===== src/rtl/seq_tx_pkg.sv =====
// Shared types and defaults for the serial pattern transmitter.
package seq_tx_pkg;

   typedef enum logic [1:0] {IDLE, SHIFT, GAP} tx_state_t;

   localparam int unsigned WIDTH_DEF = 4;
   localparam int unsigned REP_W_DEF = 4;
   localparam int unsigned GAP_DEF   = 0;

   // Counter width able to hold 0..n, never narrower than one bit.
   function automatic int unsigned cnt_width(input int unsigned n);
      return (n <= 1) ? 1 : $clog2(n + 1);
   endfunction

endpackage


===== src/rtl/seq_tx_piso_shift.sv =====
// Parallel-in serial-out register: load, left-shift enable, async reset, MSB tap.
module piso_shift
   import seq_tx_pkg::*;
#(
   parameter int unsigned WIDTH = WIDTH_DEF
) (
   input  logic             clk_i,
   input  logic             rst_i,
   input  logic             load_i,
   input  logic             shift_i,
   input  logic [WIDTH-1:0] data_i,
   output logic             msb_o
);

   logic [WIDTH-1:0] sr_q;

   always_ff @(posedge clk_i or posedge rst_i) begin
      if (rst_i) begin
         sr_q <= '0;
      end else if (load_i) begin
         sr_q <= data_i;
      end else if (shift_i) begin
         sr_q <= {sr_q[WIDTH-2:0], 1'b0};
      end
   end

   assign msb_o = sr_q[WIDTH-1];

endmodule


===== src/rtl/seq_tx.sv =====
// Serial pattern transmitter: sends a latched WIDTH-bit pattern MSB first,
// reps times, with optional zero gap bits between frames.
module seq_tx
   import seq_tx_pkg::*;
#(
   parameter int unsigned WIDTH    = WIDTH_DEF,
   parameter int unsigned GAP_BITS = GAP_DEF,
   parameter int unsigned REP_W    = REP_W_DEF
) (
   input  logic             clk,
   input  logic             reset,
   input  logic             start,
   input  logic             abort,
   input  logic [WIDTH-1:0] pattern,
   input  logic [REP_W-1:0] reps,
   output logic             w,
   output logic             busy,
   output logic             done,
   output logic [REP_W-1:0] frame_idx
);

   localparam int unsigned BCW = $clog2(WIDTH);
   localparam int unsigned GCW = cnt_width(GAP_BITS);
   localparam logic [BCW-1:0] BIT_LAST = BCW'(WIDTH - 1);
   localparam logic [GCW-1:0] GAP_LAST = GCW'(GAP_BITS);

   tx_state_t        state_q, state_d;
   logic [WIDTH-1:0] pat_q, pat_d;
   logic [REP_W-1:0] reps_q, reps_d;
   logic [REP_W-1:0] frame_q, frame_d;
   logic [BCW-1:0]   bit_q, bit_d;
   logic [GCW-1:0]   gap_q, gap_d;
   logic             w_q, w_d;
   logic             busy_q, busy_d;
   logic             done_q, done_d;

   logic             sr_load, sr_shift, sr_msb;
   logic [WIDTH-1:0] sr_data;
   logic [REP_W:0]   next_frame;
   logic             frames_left;

   // The shift register holds only the bits not yet on the line, so its MSB
   // is always the next bit to drive while w_q carries the current one.
   piso_shift #(.WIDTH(WIDTH)) u_piso (
      .clk_i   (clk),
      .rst_i   (reset),
      .load_i  (sr_load),
      .shift_i (sr_shift),
      .data_i  (sr_data),
      .msb_o   (sr_msb)
   );

   assign next_frame  = {1'b0, frame_q} + (REP_W+1)'(1);
   assign frames_left = next_frame < {1'b0, reps_q};

   always_comb begin
      state_d  = state_q;
      pat_d    = pat_q;
      reps_d   = reps_q;
      frame_d  = frame_q;
      bit_d    = bit_q;
      gap_d    = gap_q;
      w_d      = w_q;
      busy_d   = busy_q;
      done_d   = 1'b0;
      sr_load  = 1'b0;
      sr_shift = 1'b0;
      sr_data  = {pat_q[WIDTH-2:0], 1'b0};

      if (abort) begin
         state_d = IDLE;
         w_d     = 1'b0;
         busy_d  = 1'b0;
         frame_d = '0;
         bit_d   = '0;
         gap_d   = '0;
      end else begin
         case (state_q)
            IDLE: begin
               w_d     = 1'b0;
               busy_d  = 1'b0;
               frame_d = '0;
               if (start) begin
                  if (reps != '0) begin
                     pat_d   = pattern;
                     reps_d  = reps;
                     state_d = SHIFT;
                     busy_d  = 1'b1;
                     bit_d   = '0;
                     w_d     = pattern[WIDTH-1];
                     sr_load = 1'b1;
                     sr_data = {pattern[WIDTH-2:0], 1'b0};
                  end else begin
                     done_d = 1'b1;
                  end
               end
            end

            SHIFT: begin
               if (bit_q != BIT_LAST) begin
                  w_d      = sr_msb;
                  sr_shift = 1'b1;
                  bit_d    = bit_q + BCW'(1);
               end else if (frames_left) begin
                  if (GAP_BITS > 0) begin
                     state_d = GAP;
                     w_d     = 1'b0;
                     gap_d   = GCW'(1);
                  end else begin
                     w_d     = pat_q[WIDTH-1];
                     sr_load = 1'b1;
                     bit_d   = '0;
                     frame_d = next_frame[REP_W-1:0];
                  end
               end else begin
                  state_d = IDLE;
                  w_d     = 1'b0;
                  busy_d  = 1'b0;
                  done_d  = 1'b1;
                  frame_d = '0;
                  bit_d   = '0;
               end
            end

            GAP: begin
               w_d = 1'b0;
               if (gap_q == GAP_LAST) begin
                  state_d = SHIFT;
                  w_d     = pat_q[WIDTH-1];
                  sr_load = 1'b1;
                  bit_d   = '0;
                  gap_d   = '0;
                  frame_d = next_frame[REP_W-1:0];
               end else begin
                  gap_d = gap_q + GCW'(1);
               end
            end

            default: begin
               state_d = IDLE;
               w_d     = 1'b0;
               busy_d  = 1'b0;
               frame_d = '0;
            end
         endcase
      end
   end

   always_ff @(posedge clk or posedge reset) begin
      if (reset) begin
         state_q <= IDLE;
         pat_q   <= '0;
         reps_q  <= '0;
         frame_q <= '0;
         bit_q   <= '0;
         gap_q   <= '0;
         w_q     <= 1'b0;
         busy_q  <= 1'b0;
         done_q  <= 1'b0;
      end else begin
         state_q <= state_d;
         pat_q   <= pat_d;
         reps_q  <= reps_d;
         frame_q <= frame_d;
         bit_q   <= bit_d;
         gap_q   <= gap_d;
         w_q     <= w_d;
         busy_q  <= busy_d;
         done_q  <= done_d;
      end
   end

   assign w         = w_q;
   assign busy      = busy_q;
   assign done      = done_q;
   assign frame_idx = frame_q;

endmodule


===== config.mk =====
export PLATFORM = sky130hd
export DESIGN_NAME = seq_tx
export DESIGN_NICKNAME = d
export VERILOG_FILES = /design/src/rtl/seq_tx_pkg.sv /design/src/rtl/seq_tx_piso_shift.sv /design/src/rtl/seq_tx.sv
export SDC_FILE = /design/constraint.sdc
export NUM_CORES = 1
export LEC_CHECK = 0
export CAP_MARGIN = 25
export CORE_MARGIN = 2
export CORE_UTILIZATION = 45
export DETAILED_ROUTE_END_ITERATION = 7
export PLACE_DENSITY = 0.71
export SLEW_MARGIN = 5
export SYNTH_ARGS = -nofsm -noshare
export SYNTH_HDL_FRONTEND = slang
export SYNTH_HIERARCHICAL = 1
export SYNTH_SLANG_ARGS = --single-unit

===== constraint.sdc =====
create_clock -name clk -period 2.4 [get_ports clk]
set_input_delay 0.72 -clock clk [delete_from_list [all_inputs] [get_ports clk]]
set_output_delay 0.72 -clock clk [all_outputs]
set_load 0.03 [all_outputs]

Word level (Yosys, flattened, before mapping)
Cells that the tools add are included.
{ "totals": {"reg_bits": 24, "latchBits": 0, "mem_bits_rw": 0, "romBits": 0, "in_bits": 12, "output_inout_bits": 7, "wordCells": 88, "mem_count": 0} }
{ "classes": {"n_addsub": 3, "n_mul": 0, "n_div": 0, "n_lt_le_gt_ge": 1, "n_eq_ne": 9, "shift": 0, "muxes": 54, "bitwise": 1, "reduce_logical": 10} }
{ "op_table": {"columns": ["op", "count"], "rows": [
  ["$mux W4", 10],
  ["$mux W1", 26],
  ["$mux W2", 11],
  ["$ne A3 B3 Y1 const B", 5],
  ["$pmux W2 S3", 2],
  ["$pmux W1 S3", 3],
  ["$pmux W4 S2", 1],
  ["$reduce_and A4 Y1", 2],
  ["$reduce_bool A4 Y1", 2],
  ["$add A4 B1 Y5 const B", 1],
  ["$lt A5 B4 Y1", 1],
  ["$reduce_and A5 Y1", 1],
  ["$ne A2 B2 Y1 const B", 2],
  ["$reduce_bool A2 Y1", 2],
  ["$reduce_and A3 Y1", 1],
  ["$add A2 B1 Y2 const B", 1],
  ["$eq A2 B1 Y1 const B", 1],
  ["$eq A2 B2 Y1 const B", 1],
  ["$logic_not A2 Y1", 1],
  ["$pmux W1 S2", 1],
  ["$reduce_and A2 Y1", 1],
  ["$add A1 B1 Y1 const B", 1],
  ["$not A1 Y1", 1]
]} }

Depth between registers and ports, before layout
Gate-level depths: netlist (run 1).
{ "depth": {"depth_word": 7, "depth_mapped": 9, "depth_no_buf": 9} }

By module
The synthesis (run 1) kept the hierarchy.
{ "by_module_without_submodules": {"columns": ["module", "n_inst", "cells_each", "area_each_um2", "seq_area_each_um2"], "rows": [
  ["seq_tx", 1, 85, 1023.5, 450.4],
  ["piso_shift", 1, 17, 175.2, 100.1]
]} }

Least setup slack after synthesis (run 1)
Ideal clock, no wire load.
{ "synth_path": {"kind": "register to register", "start": "register frame_q[0], in the netlist frame_idx[0]", "end": "register u_piso.sr_q[0]", "setup_time_ns": 0.134, "arrival_ns": 2.335, "t_required_ns": 2.266, "slack_ns": -0.069, "path_stages_with_launch": 10, "path_cell_list": "dfrtp_1 ha_1 xor2_1 ha_1 or3_1 o22ai_1 nand2_1 o21ai_0 nand2b_1 o21ai_0"} }
{ "synth_between": {"elab_chain_cells": 7} }
{ "synth_lines": {"columns": ["item", "line_no", "source"], "rows": [
  ["start, declared", "seq_tx.sv:30", "logic [REP_W-1:0] frame_q, frame_d;"],
  ["start signal, assigned", "seq_tx.sv:164", "frame_q <= frame_d;"],
  ["$add A4 B1 Y5 *", "seq_tx.sv:53", "assign next_frame = {1'b0, frame_q} + (REP_W+1)'(1);"],
  ["$lt A5 B4 Y1 *", "seq_tx.sv:54", "assign frames_left = next_frame < {1'b0, reps_q};"],
  ["$mux W1 *", "seq_tx.sv:104", "end else if (frames_left) begin"],
  ["$mux W1 *", "seq_tx.sv:100", "if (bit_q != BIT_LAST) begin"],
  ["$pmux W1 S3 *", "seq_tx.sv:78", "case (state_q)"],
  ["$mux W1 *", "seq_tx.sv:70", "if (abort) begin"],
  ["net sr_load", "seq_tx.sv:37", "logic sr_load, sr_shift, sr_msb;"],
  ["$mux W4 or $reduce_bool A2 Y1 (tied branches)", null, null],
  ["end signal, assigned", "seq_tx_piso_shift.sv:21", "sr_q <= data_i;"],
  ["end signal, assigned", "seq_tx_piso_shift.sv:23", "sr_q <= {sr_q[WIDTH-2:0], 1'b0};"],
  ["end, declared", "seq_tx_piso_shift.sv:15", "logic [WIDTH-1:0] sr_q;"]
]} }
Mark *: on every way through the listed nets, which the timed path passes. The rest lies on a longest branch.
A chain may end at the register's enable or synchronous reset.

Worst setup path in the final report (run 1)
Same ends and word-level chain as after synthesis.

==> results of run 1 <==
==> worst max-delay path, stage by stage (launching register included) <==
cell and delay, ps:
dfrtp_1 420, ha_1 230, xor2_1 150, ha_1 190
or3_1 360, o22ai_2 240, nand2_1 140, o21ai_2 170
nand2b_1 160, o21ai_0 70
==> kinds of logic (layout without fill, tap and decap cells) <==
| group | Yosys count | in the layout | synth area share |
|---|---|---|---|
| fa+ha+maj | 5 | 5 | 0.05219 |
| buf+inv | 11 | 41 | 0.05741 |
| xor+xnor | 2 | 2 | 0.01462 |
| mux | 14 | 14 | 0.1597 |
| other cells | 1 | 1 | 0.003129 |
| compound gates | 21 | 21 | 0.1190 |
| flops | 22 | 22 | 0.4593 |
| simple gates | 26 | 26 | 0.1347 |
==> flip-flops by register name, summed over array words and instances, names as in the netlist <==
name / flops
bit_q: 2
busy: 1
done: 1
frame_idx: 4
pat_q: 4
reps_q: 4
state_q: 1
u_piso/sr_q: 4
w: 1
==> where the power goes <==
| part | total [mW] | switching (mW) | internal [mW] |
|---|---|---|---|
| sequential | 0.456 | 0.0345 | 0.421 |
| combinational | 0.200 | 0.0816 | 0.118 |
| clock | 0.160 | 0.102 | 0.0585 |
==> synthesized netlist by cell type, types with 2 or more instances <==
master     n
mux2i_1    3
nand3_1    3
mux2_4    10
o22ai_1    2
inv_1      7
o21ai_0    3
a21oi_1    3
a311oi_1   2
dfrtp_1   22
o21ai_1    3
ha_1       5
nor2_1     4
a32o_1     2
nand2_1    7
==> cell usage in the layout, fill, tap and decap left out, types with 2 or more instances in the layout <==
cell,instances
a21oi_1,3
a311oi_1,2
a32o_1,2
buf_4,13
clkbuf_4,3
clkdlybuf4s50_1,18
dfrtp_1,22
ha_1,5
inv_1,7
mux2_4,10
mux2i_1,3
nand2_1,7
nand3_1,3
nor2_1,4
o21ai_0,2
o21ai_1,3
==> final cells by class <==
| class | instances | share of cell area |
|---|---|---|
| clock buffer | 3 | 0.01498 |
| tap | 30 | 0.02496 |
| sequential | 22 | 0.3661 |
| timing repair buffer | 31 | 0.1847 |
| multi-input combinational | 69 | 0.3918 |
| inverter | 7 | 0.01747 |
==> metal layers <==
metal | global-route usage | share of wire
met2 | 0.2721 | 0.50
met1 | 0.2182 | 0.43
met3 | 0.05581 | 0.043
met4 | 0.06969 | 0.029
met5 | 0 | 0
==> how the worst max path moves through the flow <==
stage,to,cells past startpoint,from,slack [ps]
CTS,u_piso/sr_q[0]$_DFFE_PP0P_,9,frame_idx[0]$_DFFE_PP0P_,70
global route,u_piso/sr_q[0]$_DFFE_PP0P_,9,frame_idx[0]$_DFFE_PP0P_,30
global placement,u_piso/sr_q[3]$_DFFE_PP0P_,7,reps[0],-70
floorplan,u_piso/sr_q[0]$_DFFE_PP0P_,9,frame_idx[0]$_DFFE_PP0P_,50
detailed placement,u_piso/sr_q[3]$_DFFE_PP0P_,7,reps[0],-100
finish,u_piso/sr_q[0]$_DFFE_PP0P_,9,frame_idx[0]$_DFFE_PP0P_,150
==> through the flow <==
step	TNS, ps	hold slack (ps)	util
2_1_floorplan	0	476.8	-
3_3_place_gp	-255.9	489.4	0.5901
5_1_grt	0	553.4	0.6016
6_report	0	526.3	0.6016
3_5_place_dp	-401.6	496.9	0.5901
4_1_cts	0	530.0	0.5991
==> metrics.txt, run 1 <==
Clock Path Buffers 2; status completed; Max VDD drop 0.0003924 V; P&R area growth vs syn 25.47%; Final WS setup 151.8 ps; Setup violations, final 0; Ys Warns 6; row count 18; syn nets 119; FF-to-FF setup slack 150 ps; DRT Wirelength between 2000 and 2500 um; drc violations 0; Die ar. 3092 sq um; total power about 0.82 mW; ys flop type dfrtp_1; DRT iter0 DRCs 20; die width 55.61 um; via count 909; hold_buf cts 0; Reg2Reg Depth 9; max_cap viols 0; post-DP HPWL 1781 um; TritonCTS clock tree done; Post-Syn Instances approximately 100; num ports 19; Core ar. 2500 sq um; clk_lat worst skew roughly 300 ps; Port-buffer cells 18; WL/cell roughly 14 um; Final Non-Filler Cells 162; Post-synth EDFFs 0; drt pass-1 iters 4; Period minus WS final between 2000 and 2500 ps; synthesized flop and latch total 22; hold depth 1; gpl congestion 0.8143; via-per-instance ratio 5.611; Hold Path End pat_q[0]$_DFFE_PP0P_; largest net degree at the start of global routing 19; Leak 0.7056 nW; net count reported at finish 151; Sequential cell area 550.5 sq um; clock root cell clkbuf_4; RSZ-0062 raised after global routing false; grt ovf 0; CTS buffer count 3; Die Y 55.61 um; initial antenna violation count 0; critical path type flip-flop to flip-flop; dpl cells 159; vias in the first global route 914; sequential share of the synthesized area 0.4593; clock-pin slew on the worst setup and hold paths 110 ps; Synth top area share 0.4593; post_cts resized 0; mean post-synth cell area 11.75 sq um; Worst Path Arrival between 2000 and 2500 ps; post-route design area 1504 sq um; worst endpoint required time ~2600 ps; DP Worst Slack -98.87 ps; Hold Path Class flip-flop to flip-flop; Tot GR Track Use 0.1724; Filler cells 212; fraction of registers with async set/reset 1.000; Synth cell types 40; power per cell area 542.6 nW/um^2; RR Startpoint frame_idx[0]$_DFFE_PP0P_; Yosys top cell by area dfrtp_1; hold wc startpoint pat_q[0]$_DFFE_PP0P_; Multi-input gate area ~590 sq um; Crit. End Element flip-flop; starting density of the core 0.4795; Max FO, Critical Path 8; Final ANT Viol Nets 0; Synth area leaders dfrtp_1 (46%), mux2_4 (13%), ha_1 (5.2%); clk_skew 0.7052 ps; period utilization 0.9367; Fmax 0.4448 GHz; first-pass GRT wire length 4236 um; clock sinks 22; worst r2r dst u_piso/sr_q[0]$_DFFE_PP0P_; Antenna Cells 0; Placement Cell Area 1475 sq um; Slew Viols, Final 0; crit path launch type flip-flop; # Post-CTS Setup Buffers 0; share of layout cells above drive strength 1 0.2576; synthesized area 1199 sq um; CTS H-tree lvls 1; Final Hold Violating Endpoints 0
(Power assumes the default switching activity.)
==> run 2, diff against run 1 <==
- CORE_UTILIZATION: 45 -> 49
- CTS_BUF_LIST: unset -> sky130_fd_sc_hd__clkbuf_4
- GPL_TIMING_DRIVEN: unset -> 0
- PLACE_DENSITY: 0.71 -> 0.77
==> run 2 against run 1 <==
  * Combinational power about the same
  * Die area decreased by 7.6%
  * Global-route usage grew 0.37 points
  * Largest power group unchanged
==> metrics.txt, run 2 (synthesis results as in run 1) <==
net count reported at finish 141 (-6.6%); RSZ-0062 raised after global routing false; Hold Path End pat_q[1]$_DFFE_PP0P_; commonest non-fill, non-tap cell in the layout dfrtp_1; grt ovf 0 (unchanged); Worst Path Arrival 2480 ps (+50 ps); TritonCTS clock tree done; vias in the first global route 750 (-18%); die width 53.46 um (-3.9%); clock root cell clkbuf_4; DP Worst Slack -206.0 ps (-107.1 ps); DRT iter0 DRCs 14 (-30%); Final Hold Violating Endpoints 0 (unchanged); Layout Utilization 0.6615 (+0.05989); num ports 19 (unchanged); Hold Path Class flip-flop to flip-flop; initial antenna violation count 0 (unchanged); worst endpoint required time 2610 ps (+30 ps); Core ar. 2255 sq um (-9.8%); drc violations 0 (unchanged); Max VDD drop 0.0004379 V (+12%); hold_buf cts 0 (unchanged); P&R area growth vs syn 24.43%; Port-buffer cells 17 (-1); row count 17 (-1); Period minus WS final 2270 ps (+22.21 ps); Filler cells 185 (-13%); Final WS setup 129.6 ps (-22.21 ps); Setup violations, final 0 (unchanged); Die Y 53.46 um (-3.9%); share of layout cells above drive strength 1 0.2276 (-0.02993); clock-pin slew on the worst setup and hold paths 130 ps (+20 ps); first-pass GRT wire length 3491 um (-18%); Final ANT Viol Nets 0 (unchanged); worst hold slack 527.9 ps (+1.534 ps); FF-to-FF setup slack 140 ps (about the same); RR Startpoint frame_idx[0]$_DFFE_PP0P_; Tot GR Track Use 0.1761 (+0.003706); via-per-instance ratio 5.550 (-1.1%); DRT Wirelength 2098 um (-9.1%); Max FO, Critical Path 10 (+2); WL/cell 13.89 um (-2.4%); Antenna Cells 0 (unchanged); status completed; Reg2Reg Depth 9 (unchanged); Die ar. 2858 sq um (-7.6%); slew margin rel. 0.5257; Clock Path Buffers 2 (unchanged); worst r2r dst u_piso/sr_q[0]$_DFFE_PP0P_; clock sinks 22 (unchanged); Crit. End Element flip-flop; hold depth 1 (unchanged); gpl congestion 0.7376 (-9.4%); hold wc startpoint pat_q[1]$_DFFE_PP0P_; Least-Margin Pin Slew 710.7 ps; Leak 0.6692 nW (-5.2%); clk_lat worst skew 310 ps (about the same); via count 838 (-7.8%); CTS H-tree lvls 1 (unchanged); drt pass-1 iters 4 (unchanged); post-DP HPWL 1615 um (-9.3%); largest net degree at the start of global routing 19 (unchanged); max_cap viols 0 (unchanged); CTS buffer count 3 (unchanged); Slew Viols, Final 0 (unchanged); critical path type input pin to flip-flop; setup TNS 0 ps (unchanged); Fmax 0.4405 GHz (-0.98%); clk_skew 3.879 ps (+3.174 ps); most frequent cells in the layout dfrtp_1 (21), clkdlybuf4s50_1 (17), mux2_4 (10); crit path launch type input pin; starting density of the core 0.5316 (+0.05215); period utilization 0.9460 (+0.009253); power per cell area 629.7 nW/um^2 (+16%)
-- run 2: worst max-delay path by stage --
stage | end | from | cells after the start
6_report | u_piso/sr_q[3]$_DFFE_PP0P_ | reps[0] | 8
5_1_grt | u_piso/sr_q[0]$_DFFE_PP0P_ | frame_idx[2]$_DFFE_PP0P_ | 9
4_1_cts | u_piso/sr_q[0]$_DFFE_PP0P_ | frame_idx[0]$_DFFE_PP0P_ | 9
3_5_place_dp | u_piso/sr_q[3]$_DFFE_PP0P_ | reps[0] | 8
3_3_place_gp | u_piso/sr_q[1]$_DFFE_PP0P_ | reps[0] | 8
2_1_floorplan | u_piso/sr_q[0]$_DFFE_PP0P_ | frame_idx[0]$_DFFE_PP0P_ | 9
-- run 2: cell type report --
class / instances / area, sq um / share of cell area
flip-flops and latches: 22 / 551.8 / 0.3700
well taps: 28 / 35.03 / 0.02349
clock buffers: 3 / 22.52 / 0.01510
multi-input cells: 69 / 613.1 / 0.4111
clock inverters: 1 / 30.03 / 0.02013
inverters: 7 / 26.28 / 0.01762
plain buffers: 4 / 42.54 / 0.02852
repair buffers: 17 / 170.2 / 0.1141
-- run 2: where the power goes --
part           leakage (nW)  switching [mW]  internal [mW]
logic                 0.362          0.0865          0.117
registers             0.279          0.0289          0.421
clock network        0.0279           0.117          0.169
-- run 2: repair_timing --
action	4_1_cts	5_1_grt
endpoints found under the setup margin	2	6
resized for setup	1	5
buffers inserted	0	0
-- run 2: critical path, stage by stage --
cell,delay (ps)
clkdlybuf4s50_1,420
or4_4,590
nand3b_4,140
nor2_4,50
buf_12,150
mux2_4,290
nand2_1,60
o21ai_1,60
-- run 2: layer usage --
layer	vias to the layer above	share of wire	GRT usage
met3	5	0.029	0.02542
met1	413	0.46	0.2236
met4	0	0.024	0.1026
li1	405	-	-
met5	-	0	0
met2	15	0.49	0.2819
-- run 2: through the flow --
step	cell area, sq um	total power [mW]	std cells
2_1_floorplan	1202	0.5942	102
3_3_place_gp	1408	0.6409	147
3_5_place_dp	1408	0.6491	147
4_1_cts	1466	0.9375	151
5_1_grt	1491	0.9818	151
6_report	1491	0.9392	151
